--- config.mk ---
export PLATFORM = sky130hd
export DESIGN_NAME = nand_page_prog_ctrl_flat
export DESIGN_NICKNAME = d
export VERILOG_FILES = /design/src/rtl/nand_page_prog_ctrl_if.sv /design/src/rtl/nand_page_prog_ctrl.sv /design/src/flat_wrapper.sv
export SDC_FILE = /design/constraint.sdc
export NUM_CORES = 1
export LEC_CHECK = 0
export ABC_AREA = 1
export ABC_CLOCK_PERIOD_IN_PS = 1300
export CORE_ASPECT_RATIO = 0.75
export CORE_MARGIN = 4
export CORE_UTILIZATION = 38
export DETAILED_ROUTE_END_ITERATION = 8
export PLACE_DENSITY = 0.77
export SYNTH_ARGS = -nofsm -noshare
export SYNTH_HDL_FRONTEND = slang
export SYNTH_SLANG_ARGS = --single-unit
--- constraint.sdc ---
create_clock -name i_clk -period 1.3 [get_ports i_clk]
set_input_delay 0.325 -clock i_clk [delete_from_list [all_inputs] [get_ports i_clk]]
set_output_delay 0.325 -clock i_clk [all_outputs]
set_load 0.02 [all_outputs]
--- src/rtl/nand_page_prog_ctrl_if.sv ---
// Handshake bundle between the page program controller, its host and the NAND
// command/address/data writers and status reader; the controller takes the master side.
interface nand_page_prog_ctrl_if;
   logic        start;
   logic [27:0] addr;
   logic [12:0] data_len;
   logic        busy;
   logic        over;
   logic        fail;
   logic        timeout;

   logic        cmd_start;
   logic [7:0]  cmd_code;
   logic        cmd_over;

   logic        addr_start;
   logic [27:0] addr_out;
   logic        addr_over;

   logic        data_start;
   logic [12:0] data_cnt;
   logic        data_over;

   logic        stat_start;
   logic        stat_over;
   logic [7:0]  stat_data;

   modport master (
      input  start, addr, data_len, cmd_over, addr_over, data_over, stat_over, stat_data,
      output busy, over, fail, timeout, cmd_start, cmd_code, addr_start, addr_out,
             data_start, data_cnt, stat_start
   );

   modport slave (
      output start, addr, data_len, cmd_over, addr_over, data_over, stat_over, stat_data,
      input  busy, over, fail, timeout, cmd_start, cmd_code, addr_start, addr_out,
             data_start, data_cnt, stat_start
   );
endinterface

--- src/rtl/nand_page_prog_ctrl.sv ---
// NAND page program sequencer (80h-addr-data-10h-tWB-RB-70h-status); first CMD_Start 1 cycle after Start,
// each step stalls until its *_Over; optional busy-wait timeout via NAND_PROG_TIMEOUT_EN.
module nand_page_prog_ctrl #(
   parameter int unsigned tWB_cnt     = 8,
   parameter logic [23:0] TIMEOUT_CNT = 24'hFFFFFF
) (
   input  logic                  i_clk,
   input  logic                  i_rst,
   input  logic                  i_rbn,
   nand_page_prog_ctrl_if.master io_bus
);

   typedef enum logic [3:0] {
      IDLE, CMD80, ADDR, DATA, CMD10, WAIT_WB, WAIT_RB, CMD70, STAT, DONE
   } state_t;

   localparam int              WB_W    = (tWB_cnt > 1) ? $clog2(tWB_cnt) : 1;
   localparam logic [WB_W-1:0] WB_LAST = WB_W'(tWB_cnt - 1);

   if (tWB_cnt < 1 || TIMEOUT_CNT == 24'd0) begin : g_bad_param
      $error("tWB_cnt and TIMEOUT_CNT must both be non-zero");
   end

   state_t          r_state;
   logic [WB_W-1:0] r_wb_cnt;
   logic            r_rb_meta;
   logic            r_rb_sync;
   logic            r_cmd_start;
   logic            r_addr_start;
   logic            r_data_start;
   logic            r_stat_start;
   logic            r_over;
   logic            r_fail;
   logic [7:0]      r_cmd_code;
   logic [27:0]     r_addr_out;
   logic [12:0]     r_data_cnt;

`ifdef NAND_PROG_TIMEOUT_EN
   localparam logic [23:0] TO_LAST = TIMEOUT_CNT - 24'd1;
   logic [23:0]     r_to_cnt;
   logic            r_timeout;
`endif

   always_ff @(posedge i_clk) begin
      if (i_rst) begin
         r_rb_meta <= 1'b0;
         r_rb_sync <= 1'b0;
      end else begin
         r_rb_meta <= i_rbn;
         r_rb_sync <= r_rb_meta;
      end
   end

   always_ff @(posedge i_clk) begin
      if (i_rst) begin
         r_state      <= IDLE;
         r_wb_cnt     <= '0;
         r_cmd_start  <= 1'b0;
         r_addr_start <= 1'b0;
         r_data_start <= 1'b0;
         r_stat_start <= 1'b0;
         r_over       <= 1'b0;
         r_fail       <= 1'b0;
         r_cmd_code   <= 8'h00;
         r_addr_out   <= '0;
         r_data_cnt   <= '0;
`ifdef NAND_PROG_TIMEOUT_EN
         r_to_cnt     <= '0;
         r_timeout    <= 1'b0;
`endif
      end else begin
         // Start strobes and Over are single-cycle; they are raised only on the entering edge.
         r_cmd_start  <= 1'b0;
         r_addr_start <= 1'b0;
         r_data_start <= 1'b0;
         r_stat_start <= 1'b0;
         r_over       <= 1'b0;

         case (r_state)
            IDLE: begin
               if (io_bus.start) begin
                  r_addr_out  <= io_bus.addr;
                  r_data_cnt  <= io_bus.data_len;
                  r_fail      <= 1'b0;
`ifdef NAND_PROG_TIMEOUT_EN
                  r_timeout   <= 1'b0;
`endif
                  r_cmd_code  <= 8'h80;
                  r_cmd_start <= 1'b1;
                  r_state     <= CMD80;
               end
            end

            CMD80: begin
               if (io_bus.cmd_over) begin
                  r_cmd_code   <= 8'h00;
                  r_addr_start <= 1'b1;
                  r_state      <= ADDR;
               end
            end

            ADDR: begin
               if (io_bus.addr_over) begin
                  if (r_data_cnt == 13'd0) begin
                     r_cmd_code  <= 8'h10;
                     r_cmd_start <= 1'b1;
                     r_state     <= CMD10;
                  end else begin
                     r_data_start <= 1'b1;
                     r_state      <= DATA;
                  end
               end
            end

            DATA: begin
               if (io_bus.data_over) begin
                  r_cmd_code  <= 8'h10;
                  r_cmd_start <= 1'b1;
                  r_state     <= CMD10;
               end
            end

            CMD10: begin
               if (io_bus.cmd_over) begin
                  r_cmd_code <= 8'h00;
                  r_wb_cnt   <= '0;
                  r_state    <= WAIT_WB;
               end
            end

            WAIT_WB: begin
               if (r_wb_cnt == WB_LAST) begin
`ifdef NAND_PROG_TIMEOUT_EN
                  r_to_cnt <= '0;
`endif
                  r_state  <= WAIT_RB;
               end else begin
                  r_wb_cnt <= r_wb_cnt + 1'b1;
               end
            end

            WAIT_RB: begin
               if (r_rb_sync) begin
                  r_cmd_code  <= 8'h70;
                  r_cmd_start <= 1'b1;
                  r_state     <= CMD70;
               end
`ifdef NAND_PROG_TIMEOUT_EN
               else if (r_to_cnt == TO_LAST) begin
                  r_fail    <= 1'b1;
                  r_timeout <= 1'b1;
                  r_over    <= 1'b1;
                  r_state   <= DONE;
               end else begin
                  r_to_cnt <= r_to_cnt + 24'd1;
               end
`endif
            end

            CMD70: begin
               if (io_bus.cmd_over) begin
                  r_cmd_code   <= 8'h00;
                  r_stat_start <= 1'b1;
                  r_state      <= STAT;
               end
            end

            STAT: begin
               if (io_bus.stat_over) begin
                  r_fail  <= io_bus.stat_data[0];
                  r_over  <= 1'b1;
                  r_state <= DONE;
               end
            end

            DONE:    r_state <= IDLE;
            default: r_state <= IDLE;
         endcase
      end
   end

   assign io_bus.busy       = (r_state != IDLE);
   assign io_bus.over       = r_over;
   assign io_bus.fail       = r_fail;
   assign io_bus.cmd_start  = r_cmd_start;
   assign io_bus.cmd_code   = r_cmd_code;
   assign io_bus.addr_start = r_addr_start;
   assign io_bus.addr_out   = r_addr_out;
   assign io_bus.data_start = r_data_start;
   assign io_bus.data_cnt   = r_data_cnt;
   assign io_bus.stat_start = r_stat_start;
`ifdef NAND_PROG_TIMEOUT_EN
   assign io_bus.timeout    = r_timeout;
`else
   assign io_bus.timeout    = 1'b0;
`endif

endmodule

--- src/flat_wrapper.sv ---
// flat-port wrapper written by rule: the top's interface ports become plain ports
module nand_page_prog_ctrl_flat 
#(
   parameter int unsigned tWB_cnt     = 8,
   parameter logic [23:0] TIMEOUT_CNT = 24'hFFFFFF
)
  (i_clk, i_rst, i_rbn, io_bus_start, io_bus_addr, io_bus_data_len, io_bus_cmd_over, io_bus_addr_over, io_bus_data_over, io_bus_stat_over, io_bus_stat_data, io_bus_busy, io_bus_over, io_bus_fail, io_bus_timeout, io_bus_cmd_start, io_bus_cmd_code, io_bus_addr_start, io_bus_addr_out, io_bus_data_start, io_bus_data_cnt, io_bus_stat_start);
  nand_page_prog_ctrl_if io_bus_i ();
  input  logic i_clk;
  input  logic i_rst;
  input  logic i_rbn;
  input wire logic [$bits(io_bus_i.start)-1:0] io_bus_start;
  input wire logic [$bits(io_bus_i.addr)-1:0] io_bus_addr;
  input wire logic [$bits(io_bus_i.data_len)-1:0] io_bus_data_len;
  input wire logic [$bits(io_bus_i.cmd_over)-1:0] io_bus_cmd_over;
  input wire logic [$bits(io_bus_i.addr_over)-1:0] io_bus_addr_over;
  input wire logic [$bits(io_bus_i.data_over)-1:0] io_bus_data_over;
  input wire logic [$bits(io_bus_i.stat_over)-1:0] io_bus_stat_over;
  input wire logic [$bits(io_bus_i.stat_data)-1:0] io_bus_stat_data;
  output wire logic [$bits(io_bus_i.busy)-1:0] io_bus_busy;
  output wire logic [$bits(io_bus_i.over)-1:0] io_bus_over;
  output wire logic [$bits(io_bus_i.fail)-1:0] io_bus_fail;
  output wire logic [$bits(io_bus_i.timeout)-1:0] io_bus_timeout;
  output wire logic [$bits(io_bus_i.cmd_start)-1:0] io_bus_cmd_start;
  output wire logic [$bits(io_bus_i.cmd_code)-1:0] io_bus_cmd_code;
  output wire logic [$bits(io_bus_i.addr_start)-1:0] io_bus_addr_start;
  output wire logic [$bits(io_bus_i.addr_out)-1:0] io_bus_addr_out;
  output wire logic [$bits(io_bus_i.data_start)-1:0] io_bus_data_start;
  output wire logic [$bits(io_bus_i.data_cnt)-1:0] io_bus_data_cnt;
  output wire logic [$bits(io_bus_i.stat_start)-1:0] io_bus_stat_start;
  assign io_bus_i.start = io_bus_start;
  assign io_bus_i.addr = io_bus_addr;
  assign io_bus_i.data_len = io_bus_data_len;
  assign io_bus_i.cmd_over = io_bus_cmd_over;
  assign io_bus_i.addr_over = io_bus_addr_over;
  assign io_bus_i.data_over = io_bus_data_over;
  assign io_bus_i.stat_over = io_bus_stat_over;
  assign io_bus_i.stat_data = io_bus_stat_data;
  assign io_bus_busy = io_bus_i.busy;
  assign io_bus_over = io_bus_i.over;
  assign io_bus_fail = io_bus_i.fail;
  assign io_bus_timeout = io_bus_i.timeout;
  assign io_bus_cmd_start = io_bus_i.cmd_start;
  assign io_bus_cmd_code = io_bus_i.cmd_code;
  assign io_bus_addr_start = io_bus_i.addr_start;
  assign io_bus_addr_out = io_bus_i.addr_out;
  assign io_bus_data_start = io_bus_i.data_start;
  assign io_bus_data_cnt = io_bus_i.data_cnt;
  assign io_bus_stat_start = io_bus_i.stat_start;
  nand_page_prog_ctrl #(.tWB_cnt(tWB_cnt), .TIMEOUT_CNT(TIMEOUT_CNT)) u_core (.i_clk(i_clk), .i_rst(i_rst), .i_rbn(i_rbn), .io_bus(io_bus_i));
endmodule
==> run_results.csv <==
group,metric,value,unit
synthesis,yosys_most_used_dff,"dfxtp_1",
critical_path,path_depth,7,
grt,grt_pass1_wl,12.7,mm
timing,fin_crit,1480,ps
critical_path,regToRegEndpoint,"u_core.io_bus.cmd_start$_SDFF_PP0_",
synthesis,yosys-mux-area-fraction,0,%
detailed_routing,viasPerCell,4.87,
critical_path,startpoint,"u_core.r_state[0]$_SDFFE_PP0P_",
final_layout,num_antenna_cells,0,
critical_path,cp_num_buf_inv,4,
synthesis,synth-simple-area-share,17.1,%
grt,grt_max_degree,26,
critical_path,cp-end-kind,"flop",
critical_path,cp-start-kind,"flop",
timing,rsz0062_at_grt,"true",
critical_path,r2r-start,"u_core.r_state[0]$_SDFFE_PP0P_",
synthesis,ys_types,31,
clock_tree,root_buffer,"clkbuf_8",
critical_path,r2r_setup_slack,-180,ps
min_path,hold_path.class,"reg2reg",
critical_path,cp_slowest_cell,"dfxtp_4",
critical_path,reg2reg_depth,7,
floorplan,num_io_pins,114,
detailed_routing,drt_pass1_iterations,4,
final_layout,layout-drive-gt1-share,47.0,%
power_and_ir_drop,ir_drop,0.873,mV
clock_tree,cts_tree,"yes",
synthesis,syn-instance-count,334,
critical_path,path_cells,"buf_8 > buf_4 > nor3_4 > inv_1 > o22ai_1 > inv_1 > a31oi_1",
final_layout,fin_cells,575,
floorplan,die_area,0.00808,mm2
placement,portBuffers,101,
clock_tree,path_clk_slew,70,ps
critical_path,cp_slowest_stage_delay,360,ps
floorplan,core_region_area,0.00641,mm2
clock_tree,numCtsBuffers,9,
grt,overflow,0,
power_and_ir_drop,pwr_density_cell,2070,mW/mm2
power_and_ir_drop,total_leakage_power,2.11,nW
floorplan,die_h,78.9,um
timing,tns,-4010,ps
clock_tree,htree_num_levels,3,
timing,skew,7.47,ps
floorplan,die_w,102,um
timing,finalMaxSlewViolations,0,
run,maxCapViolCount,0,
synthesis,synth_top_family_by_area,"compound AO/OA/AOI/OAI gates",
critical_path,cp_max_fo,6,
status,failed_checks,"negative setup slack",
clock_tree,clock_sinks,59,
placement,dp_cells,534,
critical_path,critPathArrivalTime,1740,ps
critical_path,worstSetupPathType,"reg2reg",
timing,setup_viol,54,
detailed_routing,num_vias,2798,
placement,dp_hpwl,5.22,mm
placement,routabilityCongestion,0.959,
synthesis,synth_edf_count,0,
final_layout,fillers,467,
floorplan,initial_core_util,39.7,%
synthesis,synth_fa_ha_area_share,0.984,%
synthesis,ys_seq_area_share,46.4,%
clock_tree,clock_latency,340,ps
synthesis,synth_xor_area_share,0,%
synthesis,yosys_warnings,0,
critical_path,required,1560,ps
critical_path,crit_top_cell,"inv_1",
timing,post-route-worst-setup-slack,-181,ps
synthesis,synth-compound-area-share,21.1,%
timing,max_freq,675,MHz
final_layout,final_common_cell,"inv_1",
clock_tree,clockBufferDepth,2,
detailed_routing,finalWirelength,8.71,mm
clock_tree,cts-hold-fix-buffers,0,
critical_path,critPathCapture,"u_core.io_bus.cmd_start$_SDFF_PP0_",
placement,place_ws,-390,ps
detailed_routing,wl_per_cell,15.1,um
synthesis,yosys_register_bits,59,
synthesis,syn-cell-area,0.00254,mm2
timing,hold_violations,0,
detailed_routing,drc,0,
timing,finalCritPeriodShare,114,%
detailed_routing,postRouteAntennaNets,0,
synthesis,async_flop_share,0,%
grt,grt_usage,20.0,%
grt,grt_pass1_vias,2733,
synthesis,syn_area_per_cell,7.62,um2
final_layout,nets,548,
final_layout,layout_common_cells,"57 x inv_1, 51 x dfxtp_1, 49 x clkdlybuf4s50_1",
detailed_routing,drt_iter0_markers,95,
grt,antenna_found_initial,0,
floorplan,rows,25,
critical_path,path_delay_family,"buffers and inverters",
final_layout,synthToLayoutAreaGrowth,86.7,%
status,status,"finished, violations left",
## cell usage after synthesis, drive strengths merged (3+ instances only)
cell | count | area (um2)
buf | 14 | 86.3
nand3 | 12 | 70.1
nor2 | 27 | 139
inv | 64 | 240
o21ai | 47 | 239
nand4 | 4 | 25.0
a21oi | 50 | 254
nand2 | 32 | 145
a31oi | 3 | 18.8
nor3 | 7 | 35.0
clkbuf | 8 | 36.3
dfxtp | 59 | 1180
## worst min path at each step
stage                                startpoint                          end  cells past startpoint
floorplan           u_core.r_rb_meta$_SDFF_PP0_  u_core.r_rb_sync$_SDFF_PP0_                      2
global placement    u_core.r_rb_meta$_SDFF_PP0_  u_core.r_rb_sync$_SDFF_PP0_                      2
CTS                 u_core.r_rb_meta$_SDFF_PP0_  u_core.r_rb_sync$_SDFF_PP0_                      2
detailed placement  u_core.r_rb_meta$_SDFF_PP0_  u_core.r_rb_sync$_SDFF_PP0_                      2
finish              u_core.r_rb_meta$_SDFF_PP0_  u_core.r_rb_sync$_SDFF_PP0_                      2
global route        u_core.r_rb_meta$_SDFF_PP0_  u_core.r_rb_sync$_SDFF_PP0_                      2
## flip-flops by register name (all words and copies together) (netlist names), 3 cells and up
| register | cells |
|---|---|
| u_core.io_bus.addr_out | 28 |
| u_core.r_state | 4 |
| u_core.io_bus.data_cnt | 13 |
| u_core.io_bus.cmd_code | 3 |
| u_core.r_wb_cnt | 3 |
## area by class of cell
class	count	area, um2	area share, %
timing repair buffer	162	1570	33.1
clock buffer	10	138	2.90
sequential	59	1200	25.2
clock inverter	6	88.8	1.87
inverter	64	253	5.32
tap	81	101	2.13
multi-input combinational	193	1400	29.5
## worst reg2reg max path: cells and delay by family, from the launching register on
kind	cells	cell delay (ps)
flip-flops	1	360
AO/OA/AOI/OAI	2	350
AND/OR/NAND/NOR	1	230
buffers and inverters	4	470
## cells by family (layout without fill, tap and decap cells)
| group | count (synthesis) | count (layout) |
|---|---|---|
| simple gates | 83 | 83 |
| flops | 59 | 59 |
| other cells | 1 | 5 |
| fa+ha+maj | 2 | 2 |
| compound gates | 103 | 103 |
| buf+inv | 86 | 242 |
## repair_timing
item | in CTS | in global routing
pin swaps | 8 | 32
setup endpoints to repair | 104 | 82
gates resized for setup | 209 | 120
endpoints found under the hold margin | 0 | 0
setup buffers | 8 | 10
gates cloned | 3 | 5
## power by group
part	total, mW	switching (mW)	internal [mW]	leakage (nW)
clock network	1.88	0.746	1.13	0.108
registers	2.59	0.281	2.31	0.491
logic	5.35	2.83	2.52	1.51
total	9.81	3.86	5.96	2.11
## routing by layer
metal | GRT usage (%) | vias up | share of wire (%)
li1 | - | 1367 | -
met1 | 23.9 | 1311 | 42
met2 | 33.1 | 102 | 48
met3 | 6.50 | 18 | 7.5
met4 | 7.86 | 0 | 2.1
met5 | 0 | - | 0
## through the flow
step	hold WS, ps	instance area [um2]	util [%]	power, mW
2_1_floorplan	388	2610	-	4.80
3_3_place_gp	401	3890	60.6	6.44
3_5_place_dp	413	3890	60.6	6.52
4_1_cts	423	4410	68.7	8.93
5_1_grt	441	4750	74.1	10.4
6_report	416	4750	74.1	9.81
No activity file was read; power rests on OpenSTA's default activity.
